**src/rtl/aes_block_uart_tx.sv**
```systemverilog
// aes_block_uart_tx
// Serialises one NUM_BYTES*8-bit AES result block onto a UART TX line as
// NUM_BYTES back-to-back 8N1 frames, most significant byte first, each byte
// sent LSB first. Every output, including the serial line, comes straight
// from a flop so the pin never glitches.
module aes_block_uart_tx #(
    parameter int CLKS_PER_BIT = 868,
    parameter int NUM_BYTES    = 16
) (
    input  logic                   clk,
    input  logic                   reset,
    input  logic [NUM_BYTES*8-1:0] data_in,
    input  logic                   data_valid,
    output logic                   data_ready,
    output logic                   tx,
    output logic                   busy,
    output logic                   done
);

    localparam int BLOCK_W = NUM_BYTES * 8;
    localparam int CNT_W   = $clog2(CLKS_PER_BIT);
    localparam int BYTE_W  = (NUM_BYTES > 1) ? $clog2(NUM_BYTES) : 1;

    localparam logic [CNT_W-1:0]  CNT_LAST  = CNT_W'(CLKS_PER_BIT - 1);
    localparam logic [BYTE_W-1:0] BYTE_LAST = BYTE_W'(NUM_BYTES - 1);

    typedef enum logic [1:0] {
        IDLE,
        START,
        DATA,
        STOP
    } state_t;

    state_t              state;
    logic [CNT_W-1:0]    baud_cnt;
    logic [2:0]          bit_idx;
    logic [BYTE_W-1:0]   byte_idx;
    logic [BLOCK_W-1:0]  shreg;
    logic [7:0]          cur_byte;
    logic                baud_end;
    logic                accept;
    logic                next_byte;

    // The byte on the wire is always the top byte of the shift register.
    assign cur_byte  = shreg[BLOCK_W-1 -: 8];
    assign baud_end  = (baud_cnt == CNT_LAST);
    assign accept    = (state == IDLE) && data_valid && data_ready;
    assign next_byte = (state == STOP) && baud_end && (byte_idx != BYTE_LAST);

    // Block shift register: loaded on acceptance, advanced one byte at each
    // inter-frame boundary. Pure data, so it carries no reset; its contents
    // are only ever looked at after a fresh load.
    always_ff @(posedge clk) begin
        if (accept) begin
            shreg <= data_in;
        end else if (next_byte) begin
            shreg <= shreg << 8;
        end
    end

    // Framing FSM: sequences start/data/stop bits and drives all outputs
    // as registers. The next tx level is decided on the edge that enters
    // each bit, so tx changes exactly on bit boundaries.
    always_ff @(posedge clk or negedge reset) begin
        if (!reset) begin
            state      <= IDLE;
            baud_cnt   <= '0;
            bit_idx    <= '0;
            byte_idx   <= '0;
            tx         <= 1'b1;
            data_ready <= 1'b1;
            busy       <= 1'b0;
            done       <= 1'b0;
        end else begin
            done <= 1'b0;
            case (state)
                IDLE: begin
                    if (data_valid && data_ready) begin
                        state      <= START;
                        baud_cnt   <= '0;
                        bit_idx    <= '0;
                        byte_idx   <= '0;
                        tx         <= 1'b0;
                        data_ready <= 1'b0;
                        busy       <= 1'b1;
                    end
                end

                START: begin
                    if (baud_end) begin
                        baud_cnt <= '0;
                        bit_idx  <= '0;
                        state    <= DATA;
                        tx       <= cur_byte[0];
                    end else begin
                        baud_cnt <= baud_cnt + 1'b1;
                    end
                end

                DATA: begin
                    if (baud_end) begin
                        baud_cnt <= '0;
                        if (bit_idx == 3'd7) begin
                            state <= STOP;
                            tx    <= 1'b1;
                        end else begin
                            bit_idx <= bit_idx + 3'd1;
                            tx      <= cur_byte[bit_idx + 3'd1];
                        end
                    end else begin
                        baud_cnt <= baud_cnt + 1'b1;
                    end
                end

                STOP: begin
                    if (baud_end) begin
                        baud_cnt <= '0;
                        if (byte_idx != BYTE_LAST) begin
                            // No gap: the next start bit follows immediately.
                            byte_idx <= byte_idx + 1'b1;
                            state    <= START;
                            tx       <= 1'b0;
                        end else begin
                            state      <= IDLE;
                            done       <= 1'b1;
                            busy       <= 1'b0;
                            data_ready <= 1'b1;
                        end
                    end else begin
                        baud_cnt <= baud_cnt + 1'b1;
                    end
                end

                default: begin
                    state <= IDLE;
                    tx    <= 1'b1;
                end
            endcase
        end
    end

endmodule

```
**config.mk**
```make
export PLATFORM = sky130hd
export DESIGN_NAME = aes_block_uart_tx
export DESIGN_NICKNAME = d
export VERILOG_FILES = /design/src/rtl/aes_block_uart_tx.sv
export SDC_FILE = /design/constraint.sdc
export NUM_CORES = 1
export LEC_CHECK = 0
export BUFFER_PORTS_ARGS = -buffer_cell sky130_fd_sc_hd__buf_2
export CAP_MARGIN = 20
export CORE_MARGIN = 8
export CORE_UTILIZATION = 60
export CTS_BUF_LIST = sky130_fd_sc_hd__clkbuf_4 sky130_fd_sc_hd__clkbuf_8
export DETAILED_ROUTE_END_ITERATION = 10
export GPL_TIMING_DRIVEN = 0
export PLACE_DENSITY = 0.95
export SLEW_MARGIN = 20
export SYNTH_ARGS = -nofsm -noshare
export SYNTH_HDL_FRONTEND = slang
export SYNTH_SLANG_ARGS = --single-unit
```
**constraint.sdc**
```tcl
create_clock -name clk -period 9.55 [get_ports clk]
set_input_delay 1.91 -clock clk [delete_from_list [all_inputs] [get_ports clk]]
set_output_delay 1.91 -clock clk [all_outputs]
set_load 0.05 [all_outputs]
```
# [After elaboration in Yosys (flattened, before gate mapping)]
# Cells that the tools add are included.
[word_totals] ff_bits=151 word_cells=82 input_bits=131 output_inout_bits=4
[op_classes] eq_ne=14 n_addsub=3 n_mux=40 order_cmp=1 reduce_logical=15
[ops] cell="$mux W128" n=2
[ops] cell="$mux W10" n=2
[ops] cell="$pmux W10 S2" n=1
[ops] cell="$mux W1" n=16
[ops] cell="$reduce_and A5 Y1" n=3
[ops] cell="$mux W3" n=4
[ops] cell="$mux W4" n=3
[ops] cell="$ne A2 B2 Y1 const B" n=6
[ops] cell="$add A10 B1 Y10 const B" n=1
[ops] cell="$eq A10 B10 Y1 const B" n=1
[ops] cell="$mux W2" n=5
[ops] cell="$pmux W3 S3" n=1
[ops] cell="$pmux W2 S4" n=1
[ops] cell="$pmux W4 S2" n=1
[ops] cell="$reduce_and A4 Y1" n=2
[ops] cell="$logic_and A1 B1 Y1" n=5
[ops] cell="$add A4 B1 Y4 const B" n=1
[ops] cell="$eq A2 B2 Y1 const B" n=2
[ops] cell="$lt A3 B4 Y1 const B" n=1
[ops] cell="$ne A2 B1 Y1 const B" n=2
[ops] cell="$ne A4 B4 Y1 const B" n=1
[ops] cell="$pmux W1 S2" n=2
[ops] cell="$pmux W1 S4" n=1
[ops] cell="$reduce_bool A2 Y1" n=2
[ops] cell="7 further kinds" n=7

# [Depth between registers and ports, before layout]
# Gate-level depths: netlist of run 1.
[logic_depth] word_depth=6 ltp_mapped=8 ltp_nobuf=7

# [Worst setup path after synthesis of run 1]
# OpenSTA, ideal clock, no wires.
[synth_timing] kind="input to register" startpoint="in data_valid" endpoint="reg shreg[0] (enable)" cell_stages=5 slack_ps=3685 n_path_buf=2 arrival_ps=4743 required_ps=8428 setup_time_ps=1122 cell_sequence="and2_1 nand2_1 clkbuf_1 buf_2 nand2_1"
[synth_between] elab_chain_len=3
[synth_lines] item="from (decl)" line_no="13" source="input logic data_valid,"
[synth_lines] item="$logic_and A1 B1 Y1 (2 in series)" line_no="47" source="assign accept = (state == IDLE) && data_valid && data_ready;"
[synth_lines] item="$reduce_bool A2 Y1 (no line)"
[synth_lines] item="to (signal assigned)" line_no="55" source="shreg <= data_in;"
[synth_lines] item="to (signal assigned)" line_no="57" source="shreg <= shreg << 8;"
[synth_lines] item="to (decl)" line_no="38" source="logic [BLOCK_W-1:0] shreg;"
# Every way passes these cells.
# A chain may end at the register's enable or synchronous reset.

# [Worst setup path after layout of run 1]
[layout_timing] startpoint="in data_valid" endpoint="reg shreg[13] (enable)"
# The elaborated chain is that of the path after synthesis.

==> results of run 1 <==
## power by group through the flow
stage | registers (uW) | clock network, uW | logic (uW)
2_1_floorplan | 720 | 0 | 2.17
3_3_place_gp | 720 | 0 | 30.1
3_5_place_dp | 720 | 0 | 31.7
4_1_cts | 705 | 495 | 31.8
5_1_grt | 705 | 517 | 34.7
6_report | 705 | 486 | 31.3
## Yosys cell counts (2+ instances only)
cell type  instances  area (um^2)
a21oi_1            7         35.0
a221oi_1           2         17.5
and3_1             8         50.1
buf_2              9         45.0
clkbuf_1           8         30.0
dfrtp_1           21          526
dfstp_2            2         52.6
edfxtp_1         128         3840
ha_1               9          113
inv_1             12         45.0
mux2_2           121         1360
mux2i_1            3         30.0
mux4_2             2         45.0
nand2_1           20         75.1
nand3_1            7         35.0
nand4_1            5         31.3
nor2_1            20         75.1
nor3_1             6         30.0
nor3b_1            2         15.0
o21ai_0           11         55.1
xnor2_1            3         26.3
xor2_1             5         43.8
## flip-flops by register name, summed over array words and instances (netlist names)
| signal | flops |
|---|---|
| shreg | 128 |
| byte_idx | 4 |
| state | 2 |
| data_ready | 1 |
| busy | 1 |
| done | 1 |
| tx | 1 |
| baud_cnt | 10 |
| bit_idx | 3 |
## worst reg2reg max path, stage by stage, from the launching register on
cell,delay [ns]
dfrtp_1,0.41
inv_1,0.14
ha_1,0.16
clkbuf_1,0.31
nand2_1,0.17
clkbuf_1,0.26
buf_2,0.27
nand2_4,0.28
buf_12,0.31
buf_16,0.32
## per-stage QoR
stage | instance area [um^2] | total power (uW) | cells | utilization [%] | worst slack, ns
floorplan | 6750 | 722 | 427 | - | 3.69
global placement | 7600 | 750 | 701 | 69.8 | 2.23
detailed placement | 7650 | 751 | 703 | 70.3 | 5.38
CTS | 8050 | 1230 | 735 | 73.9 | 5.85
global route | 8050 | 1260 | 735 | 73.9 | 5.67
finish | 8050 | 1220 | 736 | 73.9 | 5.85
## layout make-up
| type | instances | area (um^2) |
|---|---|---|
| fill | 697 | 2840 |
| antenna | 1 | 2.50 |
| buffer | 18 | 86.3 |
| multi-input combinational | 246 | 2210 |
| inverter | 12 | 45.0 |
| sequential | 151 | 4420 |
| clock inverter | 15 | 161 |
| timing repair buffer | 136 | 718 |
| clock buffer | 17 | 234 |
| tap | 140 | 175 |
## logic make-up (layout without fill, tap and decap cells)
family	after synthesis	after routing	share of synthesized area, %
adders and majority gates	9	9	1.67
AOI/OAI and AO/OA	28	28	2.95
other	0	1	0
muxes	127	127	21.5
xor gates and xnor gates	8	8	1.04
and+or+nand+nor	74	74	5.39
buffers and inverters	30	198	1.95
DFF	151	151	65.5
## worst max path at each step
| stage | endpoint | slack, ns | cells after the start |
|---|---|---|---|
| 3_3_place_gp | shreg[33] | 2.23 | 6 |
| 3_5_place_dp | shreg[1] | 5.38 | 8 |
| 4_1_cts | shreg[1] | 5.85 | 8 |
| 6_report | shreg[13] | 5.85 | 8 |
| 5_1_grt | shreg[33] | 5.67 | 8 |
| 2_1_floorplan | shreg[0] | 3.69 | 5 |
## placed cells by master, fill, tap and decap left out, types with 6 or more instances in the layout
cell	netlist	layout
nand2_1	20	19
clkbuf_8	0	17
nand3_1	7	7
ha_1	9	9
nor3_1	6	6
mux2_2	121	121
nor2_1	20	20
a21oi_1	7	7
edfxtp_1	128	128
buf_2	9	143
clkbuf_1	8	8
inv_1	12	12
and3_1	8	8
dfrtp_1	21	21
o21ai_0	11	11
## per-layer routing
| layer | up-vias | share of wire (%) | global-route usage, % |
|---|---|---|---|
| met3 | 24 | 10 | 8.42 |
| li1 | 1926 | - | - |
| met2 | 156 | 51 | 31.7 |
| met4 | 2 | 2.0 | 8.30 |
| met1 | 1926 | 37 | 20.1 |
| met5 | - | 0.058 | 0 |
==> impl_metrics.env, run 1 <==
export IMPL_track_usage_pct=18.8
export IMPL_grt_ovfl_total=0
export IMPL_cts_tree="built"
export IMPL_cp_arrival_ns=3.86
export IMPL_ff2ff_setup_slack_ns=6.54
export IMPL_hold_end="data_ready"
export IMPL_hold_violations=0
export IMPL_maxSlewViolCount=0
export IMPL_slew_headroom_pct=60.9
export IMPL_antenna_found_initial=1
export IMPL_cts_hold_buf=0
export IMPL_power_density_nw_per_um2=152
export IMPL_die_w_um=122
export IMPL_wirelength_mm=13.8
export IMPL_worstHoldStart="data_ready"
export IMPL_grt_pass1_vias=4392
export IMPL_yosys_warnings=0
export IMPL_die_h_um=122
export IMPL_clock_latency_ns=0.45
export IMPL_drc_errors=0
export IMPL_avgSynthCellArea_um2=15.8
export IMPL_num_rows=38
export IMPL_slowest_stage="clkbuf_1"
export IMPL_startpoint_type="primary input"
export IMPL_fin_nets=722
export IMPL_slowest_delay_ns=0.37
export IMPL_path_buf_inv=5
export IMPL_async_reset_ff_share_pct=15.2
export IMPL_final_period_utilization_pct=38.7
export IMPL_maxCapViolations=0
export IMPL_r2r_cells=9
export IMPL_clkSinkCount=151
export IMPL_required_ns=9.71
export IMPL_cts_max_path_buffers=2
export IMPL_ant_nets=0
export IMPL_pin_count=135
export IMPL_r2r_end="shreg[13]"
export IMPL_rsz0062_at_grt="no"
export IMPL_dp_hpwl_mm=10.4
export IMPL_worst_hold_slack_ns=0.545
export IMPL_hp_class="reg -> reg"
export IMPL_p_sw_uw=244
export IMPL_cts_made_buffers=17
export IMPL_ys_types=38
export IMPL_drtIter0Drc=220
export IMPL_detail_route_first_pass_iterations=4
export IMPL_cp_startpoint="data_valid"
export IMPL_via_per_inst=5.48
export IMPL_htreeDepth=4
export IMPL_root_buffer="clkbuf_8"
export IMPL_grt_pass1_wl_mm=21.3
export IMPL_critPathTopFamily="buffers and inverters"
export IMPL_start_util_pct=62.0
export IMPL_cts_resized=0
export IMPL_finalCriticalPeriod_ns=3.70
export IMPL_seq_power_share_pct=57.7
export IMPL_power_internal_uw=978
export IMPL_gp_congestion=0.819
export IMPL_hold_depth=2
export IMPL_peakVddDrop_mv=0.125
export IMPL_wire_per_inst_um=18.7
export IMPL_cp_max_fo=61
export IMPL_grt_max_degree=62
export IMPL_end_kind="flop"
export IMPL_clock_power_share_pct=39.7
export IMPL_synth_nets=567
export IMPL_worstPathCellList="buf_2 -> and2_1 -> nand2_1 -> clkbuf_1 -> buf_2 -> nand2_4 -> buf_12 -> buf_16"
export IMPL_yosysSeqAreaShare_pct=65.5
export IMPL_path_class="in -> reg"
export IMPL_clock_fmax_ghz=0.271
export IMPL_r2r_start="state[1]"
export IMPL_syn_inst=427
export IMPL_p_leak_uw=0.00247
export IMPL_synth_flop_cell="edfxtp_1"
export IMPL_core_area_um2=10900
export IMPL_ys_ff_latch=151
export IMPL_max_slew_worst_pin_slew_ns=0.583
export IMPL_skew_ns=0.00848
export IMPL_tns_ns=0
export IMPL_post_cts_buffers=0
export IMPL_synth_edf_count=128
export IMPL_switching_share_pct=20.0
export IMPL_via_count=4034
export IMPL_area_growth_syn_to_layout_pct=19.2
export IMPL_setup_viol=0
export IMPL_syn_area_um2=6750
export IMPL_clkTransAtPathRegs_ns=0.08
export IMPL_port_buffers=134
export IMPL_combPwrFrac_pct=2.6
export IMPL_drive_gt1_share_pct=51.8
export IMPL_crit_top_cell="buf_2"
export IMPL_die_area_um2=14900
export IMPL_status="complete, no violations"
(Power assumes the default switching activity.)
==> run 2, diff against run 1 <==
CORE_UTILIZATION = 57   (was 60)
PLACE_DENSITY = 0.92   (was 0.95)
clock period = 3.5 ns   (was 9.55 ns; I/O delays follow)
==> run 2 against run 1 <==
  * Power rose to 2.7 times the previous value
  * Utilization decreased by 3.8 points
  * Largest power group unchanged
  * Critical path depth stayed put
  * Critical endpoint is now shreg[0]
  * Sequential power rose to 2.7 times the previous value
  * Sequential share of layout area rose by 0.051 points
  * Die area up 4.6%
  * Non-clock buffer count is 1 lower
  * Worst hold slack got worse by 0.32 ns
  * Setup slack got worse by 5.2 ns
  * Flip-flop and latch count did not move
==> impl_metrics.env, run 2 (synthesis results as in run 1) <==
export IMPL_status="complete, no violations"
export IMPL_clock_fmax_ghz=0.348
export IMPL_end_kind="flop"
export IMPL_fin_nets=721
export IMPL_slew_headroom_pct=57.5
export IMPL_setup_viol=0
export IMPL_via_per_inst=5.57
export IMPL_hold_violations=0
export IMPL_num_fill_cells=744
export IMPL_r2r_start="state[1]"
export IMPL_placed_area_um2=7640
export IMPL_wirelength_mm=13.9
export IMPL_grt_max_degree=96
export IMPL_power_density_nw_per_um2=416
export IMPL_slowest_delay_ns=0.41
export IMPL_max_slew_worst_pin_slew_ns=0.638
export IMPL_grt_pass1_vias=4550
export IMPL_ant_nets=0
export IMPL_start_util_pct=58.9
export IMPL_clkSinkCount=151
export IMPL_die_h_um=125
export IMPL_cts_hold_buf=0
export IMPL_finalCriticalPeriod_ns=2.87
export IMPL_drc_errors=0
export IMPL_cts_tree="built"
export IMPL_cp_max_fo=95
export IMPL_via_count=4106
export IMPL_grt_ovfl_total=0
export IMPL_required_ns=3.60
export IMPL_root_buffer="clkbuf_8"
export IMPL_clkTransAtPathRegs_ns=0.07
export IMPL_core_area_um2=11500
export IMPL_total_power_uw=3340
export IMPL_rsz0062_at_grt="no"
export IMPL_drive_gt1_share_pct=51.7
export IMPL_maxCapViolations=0
export IMPL_gp_congestion=0.778
export IMPL_peakVddDrop_mv=0.333
export IMPL_die_w_um=125
export IMPL_cts_resized=0
export IMPL_drtIter0Drc=230
export IMPL_largest_reg_flops=128
export IMPL_detail_route_first_pass_iterations=8
export IMPL_final_cell_mix="buf_2, edfxtp_1, mux2_2, dfrtp_1, nor2_1"
export IMPL_crit_top_cell="clkbuf_1"
export IMPL_diodes=0
export IMPL_final_period_utilization_pct=82.0
export IMPL_largest_register="shreg"
export IMPL_slowest_stage="dfrtp_1"
export IMPL_ff2ff_setup_slack_ns=0.63
export IMPL_pin_count=135
export IMPL_startpoint_type="flop"
export IMPL_area_growth_syn_to_layout_pct=19.1
export IMPL_cts_made_buffers=17
export IMPL_p_leak_uw=0.00248
export IMPL_cp_arrival_ns=2.97
export IMPL_r2r_end="shreg[0]"
export IMPL_grt_pass1_wl_mm=22.3
export IMPL_antenna_found_initial=2
export IMPL_post_cts_buffers=0
export IMPL_largestRegisters="shreg x128, baud_cnt x10, byte_idx x4"
export IMPL_layout_commonest_cell="buf_2"
export IMPL_hp_class="in -> async"
export IMPL_maxSlewViolCount=0
export IMPL_htreeDepth=4
export IMPL_die_area_um2=15600
export IMPL_skew_ns=0.0113
export IMPL_clock_latency_ns=0.45
export IMPL_fin_area_um2=8040
export IMPL_wire_per_inst_um=18.9
export IMPL_dp_hpwl_mm=10.1
export IMPL_path_class="reg -> reg"
export IMPL_track_usage_pct=18.2
export IMPL_num_rows=39
export IMPL_port_buffers=134
export IMPL_worstPathCellList="inv_1 -> ha_1 -> clkbuf_1 -> nand2_1 -> clkbuf_1 -> buf_2 -> nand2_8 -> buf_16"
export IMPL_cts_max_path_buffers=2
export IMPL_r2r_cells=8
==> run 2: cell types whose count changed in the layout (fill, tap and decap cells not counted) <==
cell	previous run	this run
nand2_4	1	0
clkinv_4	1	2
buf_12	1	0
clkinvlp_4	4	1
nand2_8	0	1
inv_6	0	1
clkbuf_4	0	1
diode_2	1	0
==> run 2: worst max path at each step <==
stage                     startpoint         to  slack, ns  cells past startpoint
after floorplan           data_ready   shreg[0]       0.12                      5
after global placement    data_valid  shreg[12]      -0.91                      6
after detailed placement  data_valid   shreg[0]       0.62                      7
after CTS                   state[0]   shreg[5]       0.62                      8
after global routing        state[1]   shreg[5]       0.37                      8
final                       state[1]   shreg[0]       0.63                      8
==> run 2: where the power goes <==
| part | switching, uW | internal, uW | total [uW] |
|---|---|---|---|
| Sequential | 0 | 1920 | 1920 |
| Combinational | 32.2 | 53.2 | 85.4 |
| Clock | 630 | 704 | 1330 |
| Total | 662 | 2680 | 3340 |
==> run 2: critical path: cells and delay by family (launching register included) <==
kind / cells / cell delay (ns)
buf+inv: 5 / 1.43
fa+ha+maj: 1 / 0.16
simple gates: 2 / 0.45
flops: 1 / 0.41
==> run 2: per-layer routing <==
layer  wire length [um]  up-vias  GRT usage (%)
met2               7070      151           30.8
li1                   -     1931              -
met4                420        4           9.24
met1               5210     1986           18.6
met5                 18        -              0
met3               1200       34           8.38
==> run 2: area by class of cell <==
| type | instances | area (um^2) | share of cell area, % |
|---|---|---|---|
| well taps | 143 | 179 | 2.22 |
| flip-flops and latches | 151 | 4420 | 55.0 |
| repair buffers | 135 | 698 | 8.68 |
| multi-input cells | 246 | 2210 | 27.5 |
| clock inverters | 14 | 156 | 1.94 |
| inverters | 12 | 45.0 | 0.560 |
| plain buffers | 18 | 86.3 | 1.07 |
| clock buffers | 18 | 241 | 3.00 |
==> run 2: stage by stage <==
stage                     util [%]  setup TNS (ns)  hold WS, ns  instances  setup slack, ns
after floorplan                  -               0        0.404        427            0.121
after global placement        66.3         -115.84        0.505        704           -0.911
after detailed placement      66.7               0        0.527        705            0.616
after CTS                     70.1               0        0.211        737            0.615
after global routing          70.1               0        0.245        737            0.367
final                         70.1               0        0.228        737            0.629
==> run 3, diff against run 2 <==
ABC_AREA = 1   (was unset)
CORE_UTILIZATION = 52   (was 57)
PLACE_DENSITY = 0.89   (was 0.92)
clock period = 2.4 ns   (was 3.5 ns; I/O delays follow)
==> run 3 against run 2 <==
  * Worst hold slack better by 0.052 ns
  * Clock skew up 0.0017 ns
  * Non-clock buffer count up 10
  * Highest routed layer unchanged
  * Wire length up 18%
  * Largest cell class unchanged
  * Sequential share of layout area down 1.5 points
  * Critical path depth down 1
==> impl_metrics.env, run 3 <==
export IMPL_crit_top_cell="inv_2"
export IMPL_die_h_um=131
export IMPL_largestRegisters="shreg x128, baud_cnt x10, byte_idx x4"
export IMPL_drtIter0Drc=399
export IMPL_m1WireLength_mm=6.29
export IMPL_slew_headroom_pct=63.8
export IMPL_power_density_nw_per_um2=609
export IMPL_synth_nets=857
export IMPL_gp_congestion=0.833
export IMPL_detail_route_first_pass_iterations=5
export IMPL_clock_fmax_ghz=0.452
export IMPL_via_count=5303
export IMPL_synth_top_family_by_area="simple AND/OR/NAND/NOR gates"
export IMPL_via_per_inst=4.99
export IMPL_grt_pass1_wl_mm=25.3
export IMPL_largest_reg_flops=128
export IMPL_largest_register="shreg"
export IMPL_p_leak_uw=0.00347
export IMPL_cts_made_buffers=17
export IMPL_peakVddDrop_mv=0.703
export IMPL_rsz0062_at_grt="no"
export IMPL_wl_met3_mm=1.43
export IMPL_synthMuxAreaShare_pct=0.146
export IMPL_syn_inst=717
export IMPL_synth_most_common_cell="nand2_1"
export IMPL_htreeDepth=4
export IMPL_startpoint_type="flop"
export IMPL_synth_edf_count=128
export IMPL_yosys_warnings=0
export IMPL_final_period_utilization_pct=92.2
export IMPL_die_area_um2=17100
export IMPL_yosysTopAreaCellShare_pct=56.0
export IMPL_core_area_um2=13100
export IMPL_highest_layer="met5"
export IMPL_end_kind="flop"
export IMPL_worstHoldStart="data_in[19]"
export IMPL_yosysSeqAreaShare_pct=64.4
export IMPL_clkTransAtPathRegs_ns=0.10
export IMPL_synth_commonest_cells="nand2_1, edfxtp_1, inv_1, dfrtp_1, nor2_1"
export IMPL_total_power_uw=5040
export IMPL_ys_types=34
export IMPL_port_buffers=134
export IMPL_synthSimpleGateAreaFrac_pct=26.9
export IMPL_place_ws_ns=-0.463
export IMPL_track_usage_pct=20.0
export IMPL_wl_met2_mm=8.31
export IMPL_fin_nets=1014
export IMPL_skew_ns=0.0130
export IMPL_grt_pass1_vias=5327
export IMPL_synth_compound_area_share_pct=1.95
export IMPL_tns_ns=0
export IMPL_ff2ff_setup_slack_ns=0.19
export IMPL_path_class="reg -> reg"
export IMPL_r2r_cells=7
export IMPL_r2r_end="shreg[88]"
export IMPL_slowest_delay_ns=0.42
export IMPL_cp_arrival_ns=2.34
export IMPL_layout_commonest_cell="nand2_1"
export IMPL_r2r_start="state[0]"
export IMPL_maxCapViolations=0
export IMPL_worst_hold_slack_ns=0.280
export IMPL_post_cts_buffers=0
export IMPL_die_w_um=131
export IMPL_maxSlewViolCount=0
export IMPL_final_core_util_pct=63.2
export IMPL_syn_area_um2=6860
export IMPL_dp_hpwl_mm=11.5
export IMPL_cts_tree="built"
export IMPL_hp_class="in -> reg"
export IMPL_wirelength_mm=16.4
export IMPL_setup_viol=0
export IMPL_final_cell_mix="nand2_1, buf_2, edfxtp_1, inv_1, dfrtp_1"
export IMPL_required_ns=2.53
export IMPL_synth_flop_cell="edfxtp_1"
export IMPL_hold_depth=3
export IMPL_max_slew_worst_pin_slew_ns=0.543
export IMPL_ys_ff_latch=151
export IMPL_async_reset_ff_share_pct=15.2
export IMPL_yosys_area_top_type="edfxtp_1"
export IMPL_diodes=0
export IMPL_cts_max_path_buffers=2
export IMPL_clkSinkCount=151
export IMPL_ant_nets=0
export IMPL_synth_xor_area_share_pct=0.510
export IMPL_status="complete, no violations"
export IMPL_synthTopCellsByArea="edfxtp_1, nand2_1, dfrtp_1"
export IMPL_area_growth_syn_to_layout_pct=20.6
export IMPL_cp_max_fo=32
export IMPL_hold_violations=0
export IMPL_drc_errors=0
export IMPL_hold_end="shreg[19]"
export IMPL_slowest_stage="dfrtp_1"
export IMPL_synthAdderAreaFrac_pct=1.64
export IMPL_start_util_pct=52.4
export IMPL_worstPathCellList="inv_1 -> ha_1 -> inv_2 -> nor2_2 -> inv_2 -> clkbuf_4 -> nand2_8"
export IMPL_clock_latency_ns=0.46
export IMPL_antenna_found_initial=3
export IMPL_fin_ws_ns=0.186
export IMPL_avgSynthCellArea_um2=9.57
export IMPL_drive_gt1_share_pct=24.7
export IMPL_wire_per_inst_um=15.4
export IMPL_pin_count=135
export IMPL_grt_max_degree=65
export IMPL_finalCriticalPeriod_ns=2.21
export IMPL_grt_ovfl_total=0
export IMPL_root_buffer="clkbuf_8"
export IMPL_num_rows=42
-- run 3: cell types whose count changed after synthesis, moves of 7 or more --
cell      change
nand2_1     +394
mux2_2      -121
and3_1        -8
inv_1        +21
clkbuf_1      -7
buf_4        +12
-- run 3: repair_timing --
action / 4_1_cts / 5_1_grt
gates resized for setup: 3 / 3
pin swaps: 1 / 2
hold buffers: 1 / 0
endpoints found under the hold margin: 21 / 0
gates cloned: 1 / 2
setup endpoints to repair: 128 / 128
-- run 3: how the worst max path moves through the flow --
stage | slack, ns | start | end
2_1_floorplan | 0.17 | state[0] | shreg[0]
3_3_place_gp | -0.39 | state[0] | shreg[41]
3_5_place_dp | -0.46 | state[0] | shreg[49]
4_1_cts | 0.08 | baud_cnt[0] | shreg[90]
5_1_grt | 0.01 | baud_cnt[0] | shreg[88]
6_report | 0.19 | state[0] | shreg[88]
-- run 3: critical path, delay by kind of cell (launching register included) --
family / cells / cell delay [ns]
buf+inv: 4 / 0.58
simple gates: 2 / 0.55
fa+ha+maj: 1 / 0.32
flops: 1 / 0.42
-- run 3: per-stage QoR --
stage / area [um^2] / instances
finish: 8270 / 1063
global route: 8270 / 1063
CTS: 8230 / 1061
detailed placement: 7770 / 1027
global placement: 7770 / 1027
floorplan: 6880 / 717
-- run 3: power by group --
| part | total, uW | leakage [uW] | switching, uW | internal, uW |
|---|---|---|---|---|
| Clock | 2110 | 0.000216 | 1040 | 1070 |
| Sequential | 2800 | 0.00103 | 0 | 2800 |
| Combinational | 119 | 0.00222 | 43.9 | 75.0 |
| Total | 5040 | 0.00347 | 1090 | 3950 |
-- run 3: cells by family (layout without fill, tap and decap cells) --
logic type / count (synthesis) / after routing
xor gates and xnor gates: 4 / 4
adders and majority gates: 9 / 9
buffers and inverters: 64 / 231
AOI/OAI and AO/OA: 24 / 24
DFF: 151 / 151
muxes: 1 / 1
and+or+nand+nor: 464 / 467
-- run 3: cell type report --
cell class | instances | area [um^2]
fill | 1009 | 4810
sequential | 151 | 4420
multi-input combinational | 505 | 2210
timing repair buffer | 135 | 681
clock buffer | 18 | 241
tap | 176 | 220
clock inverter | 14 | 186
buffer | 28 | 173
inverter | 36 | 138
-- run 3: routing by layer --
metal	GRT usage, %	vias up
met4	7.02	6
met2	34.0	203
met5	0	-
met1	22.2	2442
met3	8.08	33
li1	-	2619
